`config.mk`:
```
export PLATFORM = sky130hd
export DESIGN_NAME = vga_plot_arbiter_flat
export DESIGN_NICKNAME = d
export VERILOG_FILES = /design/src/rtl/snake_vga_pkg.sv /design/src/rtl/vga_plot_arbiter_if.sv /design/src/rtl/vga_plot_arbiter_rr_arbiter.sv /design/src/rtl/vga_plot_arbiter.sv /design/src/flat_wrapper.sv
export SDC_FILE = /design/constraint.sdc
export NUM_CORES = 1
export LEC_CHECK = 0
export CORE_ASPECT_RATIO = 0.6
export CORE_UTILIZATION = 40
export DETAILED_ROUTE_END_ITERATION = 10
export GPL_TIMING_DRIVEN = 1
export PLACE_DENSITY_LB_ADDON = 0.12
export SLEW_MARGIN = 15
export SYNTH_ARGS = -nofsm -noshare
export SYNTH_HDL_FRONTEND = slang
export SYNTH_SLANG_ARGS = --single-unit
```
`constraint.sdc`:
```
create_clock -name CLOCK_50 -period 4.8 [get_ports CLOCK_50]
set_clock_uncertainty 0.2 [all_clocks]
set_input_delay 0.96 -clock CLOCK_50 [delete_from_list [all_inputs] [get_ports CLOCK_50]]
set_output_delay 0.96 -clock CLOCK_50 [all_outputs]
set_load 0.1 [all_outputs]
```
`src/rtl/snake_vga_pkg.sv`:
```
// Shared constants and state encoding for the snake game VGA drawing path.
package snake_vga_pkg;

    localparam int X_MAX = 160;
    localparam int Y_MAX = 120;

    localparam logic [2:0] BLACK = 3'b000;
    localparam logic [2:0] GREEN = 3'b010;
    localparam logic [2:0] RED   = 3'b100;

    typedef enum logic [1:0] {
        IDLE = 2'd0,
        SCAN = 2'd1,
        DONE = 2'd2
    } state_e;

endpackage

```
`src/rtl/vga_plot_arbiter_if.sv`:
```
// Requester-side rectangle bus plus the pixel-write port towards vga_adapter.
interface vga_plot_arbiter_if #(
    parameter int N_REQ = 3
);
    logic [N_REQ-1:0]   req;
    logic [8*N_REQ-1:0] rect_x;
    logic [7*N_REQ-1:0] rect_y;
    logic [8*N_REQ-1:0] rect_w;
    logic [7*N_REQ-1:0] rect_h;
    logic [3*N_REQ-1:0] rect_colour;
    logic [N_REQ-1:0]   grant;
    logic [N_REQ-1:0]   done;
    logic               busy;
    logic [7:0]         x_out;
    logic [6:0]         y_out;
    logic [2:0]         colour_out;
    logic               plot;

    modport master (
        output req, rect_x, rect_y, rect_w, rect_h, rect_colour,
        input  grant, done, busy, x_out, y_out, colour_out, plot
    );

    modport slave (
        input  req, rect_x, rect_y, rect_w, rect_h, rect_colour,
        output grant, done, busy, x_out, y_out, colour_out, plot
    );
endinterface

```
`src/rtl/vga_plot_arbiter_rr_arbiter.sv`:
```
// Combinational round-robin pick: first pending requester after last_i, with wrap.
module rr_arbiter #(
    parameter int N_REQ = 3,
    parameter int IW    = $clog2(N_REQ)
) (
    input  logic [N_REQ-1:0] req_i,
    input  logic [IW-1:0]    last_i,
    output logic [N_REQ-1:0] gnt_o,
    output logic [IW-1:0]    idx_o,
    output logic             valid_o
);
    int cand;

    always_comb begin
        gnt_o   = '0;
        idx_o   = '0;
        valid_o = 1'b0;
        cand    = 0;
        for (int k = 1; k <= N_REQ; k++) begin
            cand = (int'(last_i) + k) % N_REQ;
            if (!valid_o && req_i[cand]) begin
                valid_o     = 1'b1;
                gnt_o[cand] = 1'b1;
                idx_o       = IW'(cand);
            end
        end
    end

endmodule

```
`src/rtl/vga_plot_arbiter.sv`:
```
// Shares the vga_adapter pixel port among rectangle-fill requesters, one pixel per clock.
module vga_plot_arbiter #(
    parameter int N_REQ = 3,
    parameter int X_MAX = snake_vga_pkg::X_MAX,
    parameter int Y_MAX = snake_vga_pkg::Y_MAX
) (
    input  logic              CLOCK_50,
    input  logic              resetn,
    vga_plot_arbiter_if.slave bus
);
    localparam int         IW    = $clog2(N_REQ);
    localparam logic [8:0] X_LIM = 9'(X_MAX);
    localparam logic [7:0] Y_LIM = 8'(Y_MAX);

    snake_vga_pkg::state_e state_q, state_d;
    logic [N_REQ-1:0] grant_q, grant_d, done_q, done_d;
    logic             busy_q, busy_d, plot_q, plot_d;
    logic [7:0]       x_out_q, x_out_d;
    logic [6:0]       y_out_q, y_out_d;
    logic [2:0]       col_out_q, col_out_d;
    logic [7:0]       x0_q, x0_d, w_q, w_d, cx_q, cx_d;
    logic [6:0]       y0_q, y0_d, h_q, h_d, cy_q, cy_d;
    logic [2:0]       colour_q, colour_d;
    logic [IW-1:0]    last_q, last_d, win_q, win_d;

    logic [N_REQ-1:0] arb_gnt;
    logic [IW-1:0]    arb_idx;
    logic             arb_valid;
    logic [8:0]       x_sum;
    logic [7:0]       y_sum;

    rr_arbiter #(.N_REQ(N_REQ)) u_arb (
        .req_i  (bus.req),
        .last_i (last_q),
        .gnt_o  (arb_gnt),
        .idx_o  (arb_idx),
        .valid_o(arb_valid)
    );

    // Widened sums so off-screen coordinates never alias back onto the screen.
    assign x_sum = {1'b0, x0_q} + {1'b0, cx_q};
    assign y_sum = {1'b0, y0_q} + {1'b0, cy_q};

    always_comb begin
        state_d   = state_q;
        grant_d   = grant_q;
        done_d    = '0;
        busy_d    = busy_q;
        plot_d    = 1'b0;
        x_out_d   = x_out_q;
        y_out_d   = y_out_q;
        col_out_d = col_out_q;
        x0_d      = x0_q;
        y0_d      = y0_q;
        w_d       = w_q;
        h_d       = h_q;
        colour_d  = colour_q;
        cx_d      = cx_q;
        cy_d      = cy_q;
        last_d    = last_q;
        win_d     = win_q;
        case (state_q)
            snake_vga_pkg::IDLE: begin
                if (arb_valid) begin
                    grant_d  = arb_gnt;
                    busy_d   = 1'b1;
                    win_d    = arb_idx;
                    x0_d     = bus.rect_x[8*arb_idx +: 8];
                    y0_d     = bus.rect_y[7*arb_idx +: 7];
                    w_d      = bus.rect_w[8*arb_idx +: 8];
                    h_d      = bus.rect_h[7*arb_idx +: 7];
                    colour_d = bus.rect_colour[3*arb_idx +: 3];
                    cx_d     = '0;
                    cy_d     = '0;
                    if (w_d == 8'd0 || h_d == 7'd0) begin
                        state_d = snake_vga_pkg::DONE;
                    end else begin
                        state_d = snake_vga_pkg::SCAN;
                    end
                end
            end
            snake_vga_pkg::SCAN: begin
                x_out_d   = x_sum[7:0];
                y_out_d   = y_sum[6:0];
                col_out_d = colour_q;
                plot_d    = (x_sum < X_LIM) && (y_sum < Y_LIM);
                if (cx_q == w_q - 8'd1) begin
                    cx_d = '0;
                    cy_d = cy_q + 7'd1;
                    if (cy_q == h_q - 7'd1) begin
                        state_d = snake_vga_pkg::DONE;
                    end
                end else begin
                    cx_d = cx_q + 8'd1;
                end
            end
            snake_vga_pkg::DONE: begin
                done_d[win_q] = 1'b1;
                grant_d       = '0;
                busy_d        = 1'b0;
                last_d        = win_q;
                state_d       = snake_vga_pkg::IDLE;
            end
            default: state_d = snake_vga_pkg::IDLE;
        endcase
    end

    always_ff @(posedge CLOCK_50) begin
        if (!resetn) begin
            state_q   <= snake_vga_pkg::IDLE;
            grant_q   <= '0;
            done_q    <= '0;
            busy_q    <= 1'b0;
            plot_q    <= 1'b0;
            x_out_q   <= '0;
            y_out_q   <= '0;
            col_out_q <= '0;
            x0_q      <= '0;
            y0_q      <= '0;
            w_q       <= '0;
            h_q       <= '0;
            colour_q  <= '0;
            cx_q      <= '0;
            cy_q      <= '0;
            last_q    <= IW'(N_REQ - 1);
            win_q     <= '0;
        end else begin
            state_q   <= state_d;
            grant_q   <= grant_d;
            done_q    <= done_d;
            busy_q    <= busy_d;
            plot_q    <= plot_d;
            x_out_q   <= x_out_d;
            y_out_q   <= y_out_d;
            col_out_q <= col_out_d;
            x0_q      <= x0_d;
            y0_q      <= y0_d;
            w_q       <= w_d;
            h_q       <= h_d;
            colour_q  <= colour_d;
            cx_q      <= cx_d;
            cy_q      <= cy_d;
            last_q    <= last_d;
            win_q     <= win_d;
        end
    end

    assign bus.grant      = grant_q;
    assign bus.done       = done_q;
    assign bus.busy       = busy_q;
    assign bus.plot       = plot_q;
    assign bus.x_out      = x_out_q;
    assign bus.y_out      = y_out_q;
    assign bus.colour_out = col_out_q;

endmodule

```
`src/flat_wrapper.sv`:
```
// flat-port wrapper written by rule: the top's interface ports become plain ports
module vga_plot_arbiter_flat 
#(
    parameter int N_REQ = 3,
    parameter int X_MAX = snake_vga_pkg::X_MAX,
    parameter int Y_MAX = snake_vga_pkg::Y_MAX
)
  (CLOCK_50, resetn, bus_req, bus_rect_x, bus_rect_y, bus_rect_w, bus_rect_h, bus_rect_colour, bus_grant, bus_done, bus_busy, bus_x_out, bus_y_out, bus_colour_out, bus_plot);
  vga_plot_arbiter_if #(.N_REQ(N_REQ)) bus_i ();
  input  logic CLOCK_50;
  input  logic resetn;
  input wire logic [$bits(bus_i.req)-1:0] bus_req;
  input wire logic [$bits(bus_i.rect_x)-1:0] bus_rect_x;
  input wire logic [$bits(bus_i.rect_y)-1:0] bus_rect_y;
  input wire logic [$bits(bus_i.rect_w)-1:0] bus_rect_w;
  input wire logic [$bits(bus_i.rect_h)-1:0] bus_rect_h;
  input wire logic [$bits(bus_i.rect_colour)-1:0] bus_rect_colour;
  output wire logic [$bits(bus_i.grant)-1:0] bus_grant;
  output wire logic [$bits(bus_i.done)-1:0] bus_done;
  output wire logic [$bits(bus_i.busy)-1:0] bus_busy;
  output wire logic [$bits(bus_i.x_out)-1:0] bus_x_out;
  output wire logic [$bits(bus_i.y_out)-1:0] bus_y_out;
  output wire logic [$bits(bus_i.colour_out)-1:0] bus_colour_out;
  output wire logic [$bits(bus_i.plot)-1:0] bus_plot;
  assign bus_i.req = bus_req;
  assign bus_i.rect_x = bus_rect_x;
  assign bus_i.rect_y = bus_rect_y;
  assign bus_i.rect_w = bus_rect_w;
  assign bus_i.rect_h = bus_rect_h;
  assign bus_i.rect_colour = bus_rect_colour;
  assign bus_grant = bus_i.grant;
  assign bus_done = bus_i.done;
  assign bus_busy = bus_i.busy;
  assign bus_x_out = bus_i.x_out;
  assign bus_y_out = bus_i.y_out;
  assign bus_colour_out = bus_i.colour_out;
  assign bus_plot = bus_i.plot;
  vga_plot_arbiter #(.N_REQ(N_REQ), .X_MAX(X_MAX), .Y_MAX(Y_MAX)) u_core (.CLOCK_50(CLOCK_50), .resetn(resetn), .bus(bus_i));
endmodule
```
======== Word level (Yosys, flattened, before mapping) ========
Index checks and enable logic that the tools add are counted.
W data, S select, Z words.
operators by class
  $add $sub $neg .......................... 9
  multiply operators ...................... 2
  div/mod/pow operators ................... 3
  $lt $le $gt $ge ......................... 10
  equality and inequality tests ........... 7
  shift operators ......................... 5
  muxes and demuxes ....................... 41
  bitwise gates (word level) .............. 2
  reduce and logical (&&, ||, !) cells .... 22
operator list
  cell                     number
  $ge A32 B1 Y1 const B    3
  $lt A32 B4 Y1 const B    3
  $mod A32 B3 Y32 const B  3
  $shiftx A24 B6 Y8        2
  $shiftx A21 B6 Y7        2
  $mux W8                  2
  $pmux W8 S2              1
  $mux W1                  14
  $mux W2                  7
  $mux W7                  2
  $pmux W7 S2              1
  $mux W3                  4
  $reduce_and A2 Y1        5
  $add A8 B8 Y9            1
  $lt A9 B8 Y1 const B     1
  $shiftx A9 B5 Y3         1
  $add A7 B7 Y8            1
  $add A8 B1 Y8 const B    1
  $demux W1 S2             4
  $eq A8 B8 Y1             1
  $logic_not A8 Y1         1
  $lt A8 B7 Y1 const B     1
  $sub A8 B1 Y8 const B    1
  $add A7 B1 Y7 const B    1
  other kinds (23)         38
storage, ports and cells
  register bits after elaboration ......... 80
  latch bits .............................. 0
  memory bits (writable) .................. 0
  bits in read-only memories .............. 0
  input bits .............................. 104
  output and inout bits ................... 26
  memories ................................ 0

======== Longest topological paths before layout ========
Gate-level depths: netlist (run 1).
  depth in word-level cells ............... 19
  mapped depth ............................ 13
  depth with buffers taken out ............ 10

======== Hierarchy ========
Synthesis (run 1) repeated with hierarchy kept, for this count alone.
unflattened totals
  cell total of the unflattened synthesis .. 601
  area total of the unflattened synthesis .. 5,091.1 um^2
modules (own cells, without submodules)
  module            times used  cells an instance  area each (um^2)  seq. area each (um^2)
  vga_plot_arbiter  1           561                4,809.6           1,601.5
  rr_arbiter        1           40                 281.5             0.0

======== Least setup slack after synthesis (run 1) ========
No wires, ideal clock.
  path kind ............................... in2reg
  from .................................... input port bus_req[1]
  to ...................................... register u_core.state_q[0]
  library setup time ...................... 0.116 ns
  arrival time ............................ 3.179 ns
  data required time ...................... 4.484 ns
  setup slack ............................. 1.306 ns
  stages on the path ...................... 10
  path buffers ............................ 2
  path through ............................ buf_2 mux2i_1 o21a_1 o221a_1 buf_2 nor2_4 mux2_4 a21oi_1 or4b_1 a31o_1
between the ends
  cells in the longest elaborated chain, start to end .. 17
  elaborated cells between the ends (all ways) .. 30
RTL lines
  what                                         line                               text
  start, declared                              flat_wrapper.sv:12                 input wire logic [$bits(bus_i.req)-1:0] bus_req;
  $bmux W1 S2                                  vga_plot_arbiter_rr_arbiter.sv:21  if (!valid_o && req_i[cand]) begin
  $mux W1 (not written as such) (2 in series)  vga_plot_arbiter_rr_arbiter.sv:21
  $mux W1                                      vga_plot_arbiter_rr_arbiter.sv:21
  $logic_not A1 Y1                             vga_plot_arbiter_rr_arbiter.sv:21
  $logic_and A1 B1 Y1                          vga_plot_arbiter_rr_arbiter.sv:21
  $mux W1                                      vga_plot_arbiter_rr_arbiter.sv:21
  $logic_not A1 Y1                             vga_plot_arbiter_rr_arbiter.sv:21
  $logic_and A1 B1 Y1                          vga_plot_arbiter_rr_arbiter.sv:21
  $mux W2                                      vga_plot_arbiter_rr_arbiter.sv:21
  $mul A3 B2 Y5                                vga_plot_arbiter.sv:71             h_d = bus.rect_h[7*arb_idx +: 7];
  $shiftx A21 B6 Y7                            vga_plot_arbiter.sv:71
  $logic_not A7 Y1                             vga_plot_arbiter.sv:75             if (w_d == 8'd0 || h_d == 7'd0) begin
  $logic_or A1 B1 Y1                           vga_plot_arbiter.sv:75
  $mux W2                                      vga_plot_arbiter.sv:75
  $mux W2                                      vga_plot_arbiter.sv:64             if (arb_valid) begin
  $pmux W2 S2                                  vga_plot_arbiter.sv:62             case (state_q)
  end signal, assigned                         vga_plot_arbiter.sv:110            state_q <= snake_vga_pkg::IDLE;
  end signal, assigned                         vga_plot_arbiter.sv:128            state_q <= state_d;
  end, declared                                vga_plot_arbiter.sv:15             snake_vga_pkg::state_e state_q, state_d;
Parallel ways exist; a longest one is shown, timed or not. The select of a mux whose other input is x is not followed.
A chain may end at the register's enable or synchronous reset.

======== Worst setup path after layout (run 1) ========
Same ends and word-level chain as after synthesis.

==> results.cfg, run 1 <==
[run_status]
status = complete, no violations

[global_route]
grt_start_max_net_pins = 75
grt_usage_pct = 22.3
grt_overflow_total = 0
grt_pass1_wl_mm = 24.1
global_route.usage.met3_pct = 4.85
grt_pass1_vias = 4750
antenna_found_initial = 0
grtUsageMet2_pct = 31.8
grt.busiest_layer = met1
grt_use_met1_pct = 33.4

[clocking]
insertion_delay_ns = 0.34
cts_tree = built
htree_levels = 3
cts_buffers = 9
clk_path_buf_depth = 2
hold_buffers = 0
clockRootBuffer = clkbuf_16
post_cts_buffers = 0
path_clk_slew_ns = 0.06
cts_resized = 0
clock_sinks = 80

[sta]
rsz0062_at_grt = false
fmax_ghz = 0.252
setup_viol = 0
post-route-period-util_pct = 82.7
holdWs_ns = 0.265
setup_tns_ns = 0
final-hold-violation-count = 0
worst_pin_slew_ns = 1.11
period_minus_slack_ns = 3.97
drv_slew = 0
max_slew_margin_pct = 25.7

[floorplanning]
rows = 32
io_pins = 130
fp.dieH_um = 90.9
die_w_um = 150
die_area_um2 = 13600
core_um2 = 12900
start_util_pct = 41.0

[route]
routedWlPerCell_um = 15.9
wirelength_mm = 14.8
drtAntennaViolNets = 0
vias = 5012
drc_errors = 0
drt_iter0_markers = 327
via_per_inst = 5.40
drtPass1Iterations = 5

[cells_and_area]
design_area_um2 = 6980
stdcell_count = 929
n_antenna_cell = 0
final_cell_mix = clkdlybuf4s50_1 (128), dfxtp_1 (80), nand2_1 (75)
area_growth_pct = 32.6
drive_gt1_share_pct = 5.01
final_common_cell = clkdlybuf4s50_1
nets = 884

[power_and_ir_drop]
p_switching_mw = 1.75
swShare_pct = 45.3
seqPwrFrac_pct = 26.7
power_frac_comb_pct = 52.7
internal_power_mw = 2.11
power_density_nw_per_um2 = 552
vdd_drop_max_mv = 0.223
power.share.clock_pct = 20.6
p_leak_nw = 2.79

[placement]
portBuffers = 129
post-dp-hpwl_mm = 11.1
dp.cells = 914
globalplace.congestion = 0.922
placed_area_um2 = 6640

[synthesis]
syn_nets = 776
synthDistinctLibCells = 65
netlist_instances = 647
ys_seq_elements = 80
synth_ff_type = dfxtp_1
seq_area_frac_synth_pct = 30.4
avgSynthCellArea_um2 = 8.14
syn-cell-area_um2 = 5260
async_flop_share_pct = 0
synth-edff-count = 0
yosys_warnings = 0

[worst_setup_path]
arrival_ns = 4.00
critPathCaptureType = flop
worstPathRequired_ns = 4.83
criticalPathCategory = input port to flop
critPathMaxFanout = 10
startpoint_type = input port

[run]
maxCapViolations = 0

[worst_hold_path]
hold_path.class = flop to flop
-- critical path: stages --
cell and delay (ns):
clkdlybuf4s50_1 0.66, mux2i_1 0.14, o21a_1 0.26, o221a_1 0.40, nor2_4 0.37, mux2_4 0.34, a21oi_1 0.14, or4b_1 0.50
a31o_1 0.23
-- routing by layer --
metal / vias to the layer above / part of all wire [%]
met3: 18 / 5.4
li1: 2533 / -
met4: 0 / 1.2
met1: 2314 / 52
met2: 147 / 41
met5: - / 0
-- final cells by class --
cell class              instances  area (µm²)
well taps                     170         213
clock inverters                 5         104
multi-input cells             511        3430
fillers                      1166        5870
flip-flops and latches         80        1600
repair buffers                134        1320
clock buffers                  10         239
inverters                      19        71.3
-- synth_stat cells (4+ instances only) --
master,n,area [µm²]
dfxtp_1,80,1600
nand2_1,76,285
nor2_1,55,206
a21oi_1,45,225
nor2b_1,36,225
mux2i_1,31,310
a211oi_1,25,188
clkbuf_1,25,93.8
ha_1,23,288
xnor2_1,23,201
o21ai_0,21,105
a21boi_0,19,143
inv_1,19,71.3
o211ai_1,16,120
nand3_1,13,65.1
and3_1,11,68.8
xor2_1,11,96.3
and2_1,10,62.6
nor3_1,9,45.0
a21o_1,5,37.5
buf_2,5,25.0
nor3b_1,5,37.5
o211a_1,5,50.1
o21bai_1,5,37.5
a31o_2,4,35.0
a31oi_1,4,25.0
nor4_1,4,25.0
o21a_1,4,30.0
-- final timing paths --
check	end	start	cells past startpoint	slack, ns
max	u_core.state_q[0]	bus_req[1]	9	0.83
min	u_core.bus.colour_out[2]	u_core.bus.colour_out[2]	2	0.26
max reg2reg	u_core.state_q[0]	u_core.last_q[0]	10	1.13
min reg2reg	u_core.bus.colour_out[2]	u_core.bus.colour_out[2]	2	0.26
-- through the flow --
step	worst slack (ns)	power [mW]	util [%]
floorplan	1.31	2.55	-
global placement	0.622	3.02	51.6
detailed placement	0.559	3.06	51.6
CTS	0.899	3.86	54.3
global route	0.693	4.11	54.3
finish	0.829	3.85	54.3
-- kinds of logic (layout without fill, tap and decap cells) --
kind of cell	count (synthesis)	after routing	share of synthesized area, %
mux	34	34	7.04
simple gates	235	235	22.0
xor+xnor	34	34	5.66
fa+ha+maj	25	25	6.23
buf+inv	56	168	4.61
compound gates	183	183	24.0
flops	80	80	30.4
-- state kept, by name (all words and copies together), names as in the netlist, 7 cells and up --
register,cells
u_core.cy_q,7
u_core.bus.x_out,8
u_core.bus.y_out,7
u_core.x0_q,8
u_core.y0_q,7
u_core.w_q,8
u_core.cx_q,8
u_core.h_q,7
-- power groups by stage --
stage                     Clock, mW  Sequential (mW)  Combinational, mW
after CTS                     0.804             1.03               2.03
after floorplan                   0             1.32               1.23
after global routing          0.836             1.06               2.22
after detailed placement          0             1.04               2.02
final                         0.795             1.03               2.03
after global placement            0             1.03               1.99
No activity file was read; power rests on OpenSTA's default activity.
==> run 2, diff against run 1 <==
==> constraint.sdc (replaced) <==
create_clock -name CLOCK_50 -period 3.6 [get_ports CLOCK_50]
set_clock_uncertainty 0.2 [all_clocks]
set_input_delay 0.72 -clock CLOCK_50 [delete_from_list [all_inputs] [get_ports CLOCK_50]]
set_output_delay 0.72 -clock CLOCK_50 [all_outputs]
set_load 0.1 [all_outputs]
==> run 2 against run 1 <==
  * Cell count increased by 2.9%
  * Largest cell class unchanged
  * Register-to-register slack lost 0.94 ns
  * Flip-flop and latch count unchanged
  * Power rose by 33%
  * Core utilization grew 0.83 points
  * Clock power grew 20%
  * Hold slack better by 0.0028 ns
  * Worst setup slack lost 0.64 ns
  * Routed wire length is 0.64% higher
  * Via count up 3.2%
  * Combinational power rose by 38%
  * Largest power group unchanged
==> results.cfg, run 2 (synthesized netlist as in run 1, its figures left out) <==
[run_status]
status = complete, no violations

[power_and_ir_drop]
power_frac_comb_pct = 54.7
seqPwrFrac_pct = 26.8
fin_total_pwr_mw = 5.13
internal_power_mw = 2.78
vdd_drop_max_mv = 0.292
p_leak_nw = 2.95
power_density_nw_per_um2 = 724
power.share.clock_pct = 18.6
p_switching_mw = 2.35
swShare_pct = 45.8

[worst_hold_path]
hold_path.class = flop to flop

[sta]
worst_pin_slew_ns = 0.810
post-route-period-util_pct = 94.8
setup_viol = 0
final-hold-violation-count = 0
period_minus_slack_ns = 3.41
rsz0062_at_grt = false
setup_tns_ns = 0
drv_slew = 0
fmax_ghz = 0.293
max_slew_margin_pct = 45.9
holdWs_ns = 0.267

[route]
highest_layer = met4
vias = 5172
drtPass1Iterations = 4
drc_errors = 0
routedWlPerCell_um = 15.6
drt_iter0_markers = 360
wl_met2_mm = 6.21
drtAntennaViolNets = 0
dr_wl_met3_um = 699
wirelength_mm = 14.9
wl_met1_mm = 7.81
via_per_inst = 5.41

[cells_and_area]
n_antenna_cell = 0
area_growth_pct = 34.6
nets = 910
final_cell_mix = clkdlybuf4s50_1 (102), dfxtp_1 (80), nand2_1 (75)
stdcell_count = 956
final_common_cell = clkdlybuf4s50_1
fillers = 1173
drive_gt1_share_pct = 11.7

[clocking]
insertion_delay_ns = 0.34
clk_path_buf_depth = 2
cts_buffers = 9
path_clk_slew_ns = 0.06
hold_buffers = 0
cts_tree = built
htree_levels = 3
clockRootBuffer = clkbuf_16
clock_sinks = 80

[floorplanning]
die_w_um = 150
die_area_um2 = 13600
core_um2 = 12900
rows = 32
io_pins = 130
start_util_pct = 41.0
fp.dieH_um = 90.9

[worst_setup_path]
criticalPathCategory = input port to flop
critPathMaxFanout = 4
arrival_ns = 3.45
startpoint_type = input port
worstPathRequired_ns = 3.63
critPathCaptureType = flop

[placement]
globalplace.congestion = 0.922
post-dp-hpwl_mm = 11.6
dp.cells = 940
portBuffers = 129

[global_route]
grt_pass1_vias = 4699
grt_overflow_total = 0
grt_start_max_net_pins = 46
antenna_found_initial = 0
grt_usage_pct = 22.4
grt_pass1_wl_mm = 24.1

[run]
maxCapViolations = 0
-- run 2: cell count changes in the layout (fill, tap and decap cells not counted), sizes merged --
| cell | change |
|---|---|
| buf | +52 |
| clkdlybuf4s50 | -26 |
| bufinv | -2 |
| clkbuf | +1 |
| clkinv | +1 |
| clkinvlp | +1 |
-- run 2: timing repair --
action / 4_1_cts / 5_1_grt
gates resized for setup: 0 / 1
setup buffers: 0 / 0
endpoints found under the hold margin: 0 / 0
setup endpoints to repair: 0 / 1
-- run 2: power groups by stage --
stage,logic [mW],clock network [mW],registers (mW)
floorplan,1.64,0,1.76
global placement,2.75,0,1.38
detailed placement,2.79,0,1.39
CTS,2.81,0.970,1.37
global route,3.08,1.01,1.41
finish,2.80,0.952,1.37
-- run 2: metrics by stage --
step	cell area [µm²]	utilization [%]	setup WS (ns)
finish	7080	55.1	0.186
CTS	7080	55.1	0.202
detailed placement	6770	52.6	-0.151
global route	7080	55.1	0.0131
global placement	6770	52.6	-0.0843
floorplan	5260	-	0.346
-- run 2: layer usage --
layer	track usage, %	up-vias
met1	34.3	2431
met5	0	-
met2	31.8	133
met4	5.89	0
li1	-	2591
met3	3.74	17
-- run 2: critical path, stage by stage --
cell and delay [ns]:
clkdlybuf4s50_1 0.61, buf_4 0.17, mux2i_1 0.08, nor2b_1 0.18, nor4b_4 0.38, nor2_4 0.09, mux2_4 0.31, a21oi_1 0.16
or4b_1 0.51, a31o_1 0.23
-- run 2: layout make-up --
cell class                      instances  area, µm²  area share (%)
Multi-Input combinational cell        511       3430            48.4
Sequential cell                        80       1600            22.6
Timing Repair Buffer                  160       1450            20.5
Clock buffer                           11        253            3.57
Tap cell                              170        213            3.00
Inverter                               19       71.3            1.01
Clock inverter                          5       63.8           0.901
-- run 2: path summary, 6_finish.rpt --
path,slack [ns],depth (start not counted),endpoint,start
setup / recovery,0.19,10,u_core.state_q[0],bus_req[1]
hold reg to reg,0.27,2,u_core.bus.y_out[6],u_core.bus.y_out[6]
setup reg to reg,0.19,10,u_core.state_q[0],u_core.last_q[0]
hold / removal,0.27,2,u_core.bus.y_out[6],u_core.bus.y_out[6]
==> run 3, diff against run 2 <==
==> constraint.sdc (replaced) <==
create_clock -name CLOCK_50 -period 2.85 [get_ports CLOCK_50]
set_clock_uncertainty 0.2 [all_clocks]
set_input_delay 0.57 -clock CLOCK_50 [delete_from_list [all_inputs] [get_ports CLOCK_50]]
set_output_delay 0.57 -clock CLOCK_50 [all_outputs]
set_load 0.1 [all_outputs]
==> run 3 against run 2 <==
  * The run now ends with negative setup slack left
  * Flip-flop and latch count unchanged
  * Die area did not move
  * Non-clock buffer count is 67 higher
  * Combinational power is 56% higher
  * Global-route usage rose by 1.7 points
  * Critical path type is now flop to flop
==> results.cfg, run 3 (synthesized netlist as in run 1, its figures left out) <==
[floorplanning]
io_pins = 130
die_area_um2 = 13600
start_util_pct = 41.0
die_w_um = 150
fp.dieH_um = 90.9
rows = 32
core_um2 = 12900

[power_and_ir_drop]
fin_total_pwr_mw = 7.20
p_switching_mw = 3.27
power_frac_comb_pct = 60.6
seqPwrFrac_pct = 23.7
vdd_drop_max_mv = 0.365
power.share.clock_pct = 15.6
power_density_nw_per_um2 = 917
p_leak_nw = 3.32
internal_power_mw = 3.93
swShare_pct = 45.4

[route]
routedWlPerCell_um = 16.3
drt_iter0_markers = 368
wirelength_mm = 16.7
drtPass1Iterations = 5
via_per_inst = 5.34
vias = 5472
drc_errors = 0
drtAntennaViolNets = 0

[worst_setup_path]
arrival_ns = 3.07
cp_top_family = compound AO/OA/AOI/OAI gates
reg2reg_depth = 13
cp_slowest_cell = or4b_4
criticalPathCategory = flop to flop
worst-path-buf-inv = 4
critPathCaptureType = flop
worstPathRequired_ns = 2.88
max_stage_delay_ns = 0.51
worstSetupPathDepth = 13
startpoint_type = flop
path_cells = inv_4 > ha_4 > buf_12 > mux2i_4 > o22ai_4 > buf_6 > o31ai_4 > buf_4 > o21ai_0 > nor2_1 > a31oi_1 > or4b_4 > a31o_1
critPathMaxFanout = 5

[clocking]
insertion_delay_ns = 0.34
hold_buffers = 0
clk_path_buf_depth = 2
clock_sinks = 80
cts_buffers = 9
htree_levels = 3
path_clk_slew_ns = 0.06
cts_tree = built
clockRootBuffer = clkbuf_16

[cells_and_area]
final_cell_mix = buf_4 (112), clkdlybuf4s50_1 (99), dfxtp_1 (78)
area_growth_pct = 49.3
drive_gt1_share_pct = 22.6
nets = 978
n_antenna_cell = 0
design_area_um2 = 7860
final_common_cell = buf_4
final_core_util_pct = 61.1

[sta]
period_minus_slack_ns = 3.04
final.setup.worst_slack_ns = -0.194
setup_tns_ns = -0.434
rsz0062_at_grt = true
max_slew_margin_pct = 61.7
setup_viol = 6
post-route-period-util_pct = 107
drv_slew = 0
worst_pin_slew_ns = 0.573
final-hold-violation-count = 0
fmax_ghz = 0.329

[worst_hold_path]
whs_path_depth = 2
hold_path.class = flop to flop

[run_status]
status = complete, but fails checks
violations = negative setup slack

[global_route]
grt_overflow_total = 0
antenna_found_initial = 0
grt_pass1_vias = 5215
grt_usage_pct = 24.2
grt_start_max_net_pins = 39
grt_pass1_wl_mm = 26.2

[run]
maxCapViolations = 0

[placement]
pre_cts_slack_ns = -0.878
placed_area_um2 = 7160
post-dp-hpwl_mm = 12.3
portBuffers = 129
globalplace.congestion = 0.933
run 3: worst min-delay path: stages (launching register included):
cell and delay, ns:
dfxtp_1 0.31, nand2_1 0.05, a21boi_0 0.07
run 3: path summary, 6_finish.rpt:
check / from / endpoint / slack (ns)
hold reg to reg: u_core.bus.x_out[1] / u_core.bus.x_out[1] / 0.27
hold / removal: u_core.bus.x_out[1] / u_core.bus.x_out[1] / 0.27
setup reg to reg: u_core.last_q[0] / u_core.state_q[0] / -0.19
setup / recovery: u_core.last_q[0] / u_core.state_q[0] / -0.19
run 3: what timing repair did:
item                                    4_1_cts  5_1_grt
pin swaps                                    11       13
gates resized for setup                      21       35
endpoints found under the setup margin       24       48
setup buffers                                15        8
gates cloned                                  1        1
run 3: metrics by stage:
step / instances / hold WS [ns]
detailed placement: 984 / 0.261
CTS: 1016 / 0.271
floorplan: 647 / 0.241
global route: 1024 / 0.291
finish: 1024 / 0.270
global placement: 984 / 0.253
run 3: final cells by class:
type	instances	area [µm²]
multi-input combinational	512	3610
tap	170	213
clock inverter	6	50.0
fill	1124	5000
sequential	80	1610
timing repair buffer	227	2070
clock buffer	10	239
inverter	19	73.8
run 3: per-layer routing:
metal  track usage [%]  wire length [µm]  vias up
met3              4.60               820       17
met5                 0                 0        -
met1              37.0              8740     2567
li1                  -                 -     2734
met4              5.05               140        0
met2              34.4              6990      154
run 3: power by group through the flow:
stage               Combinational [mW]  Clock [mW]  Sequential, mW
finish                            4.37        1.13            1.71
global route                      4.69        1.20            1.75
CTS                               4.11        1.15            1.71
detailed placement                3.94           0            1.73
global placement                  3.88           0            1.72
floorplan                         2.08           0            2.23
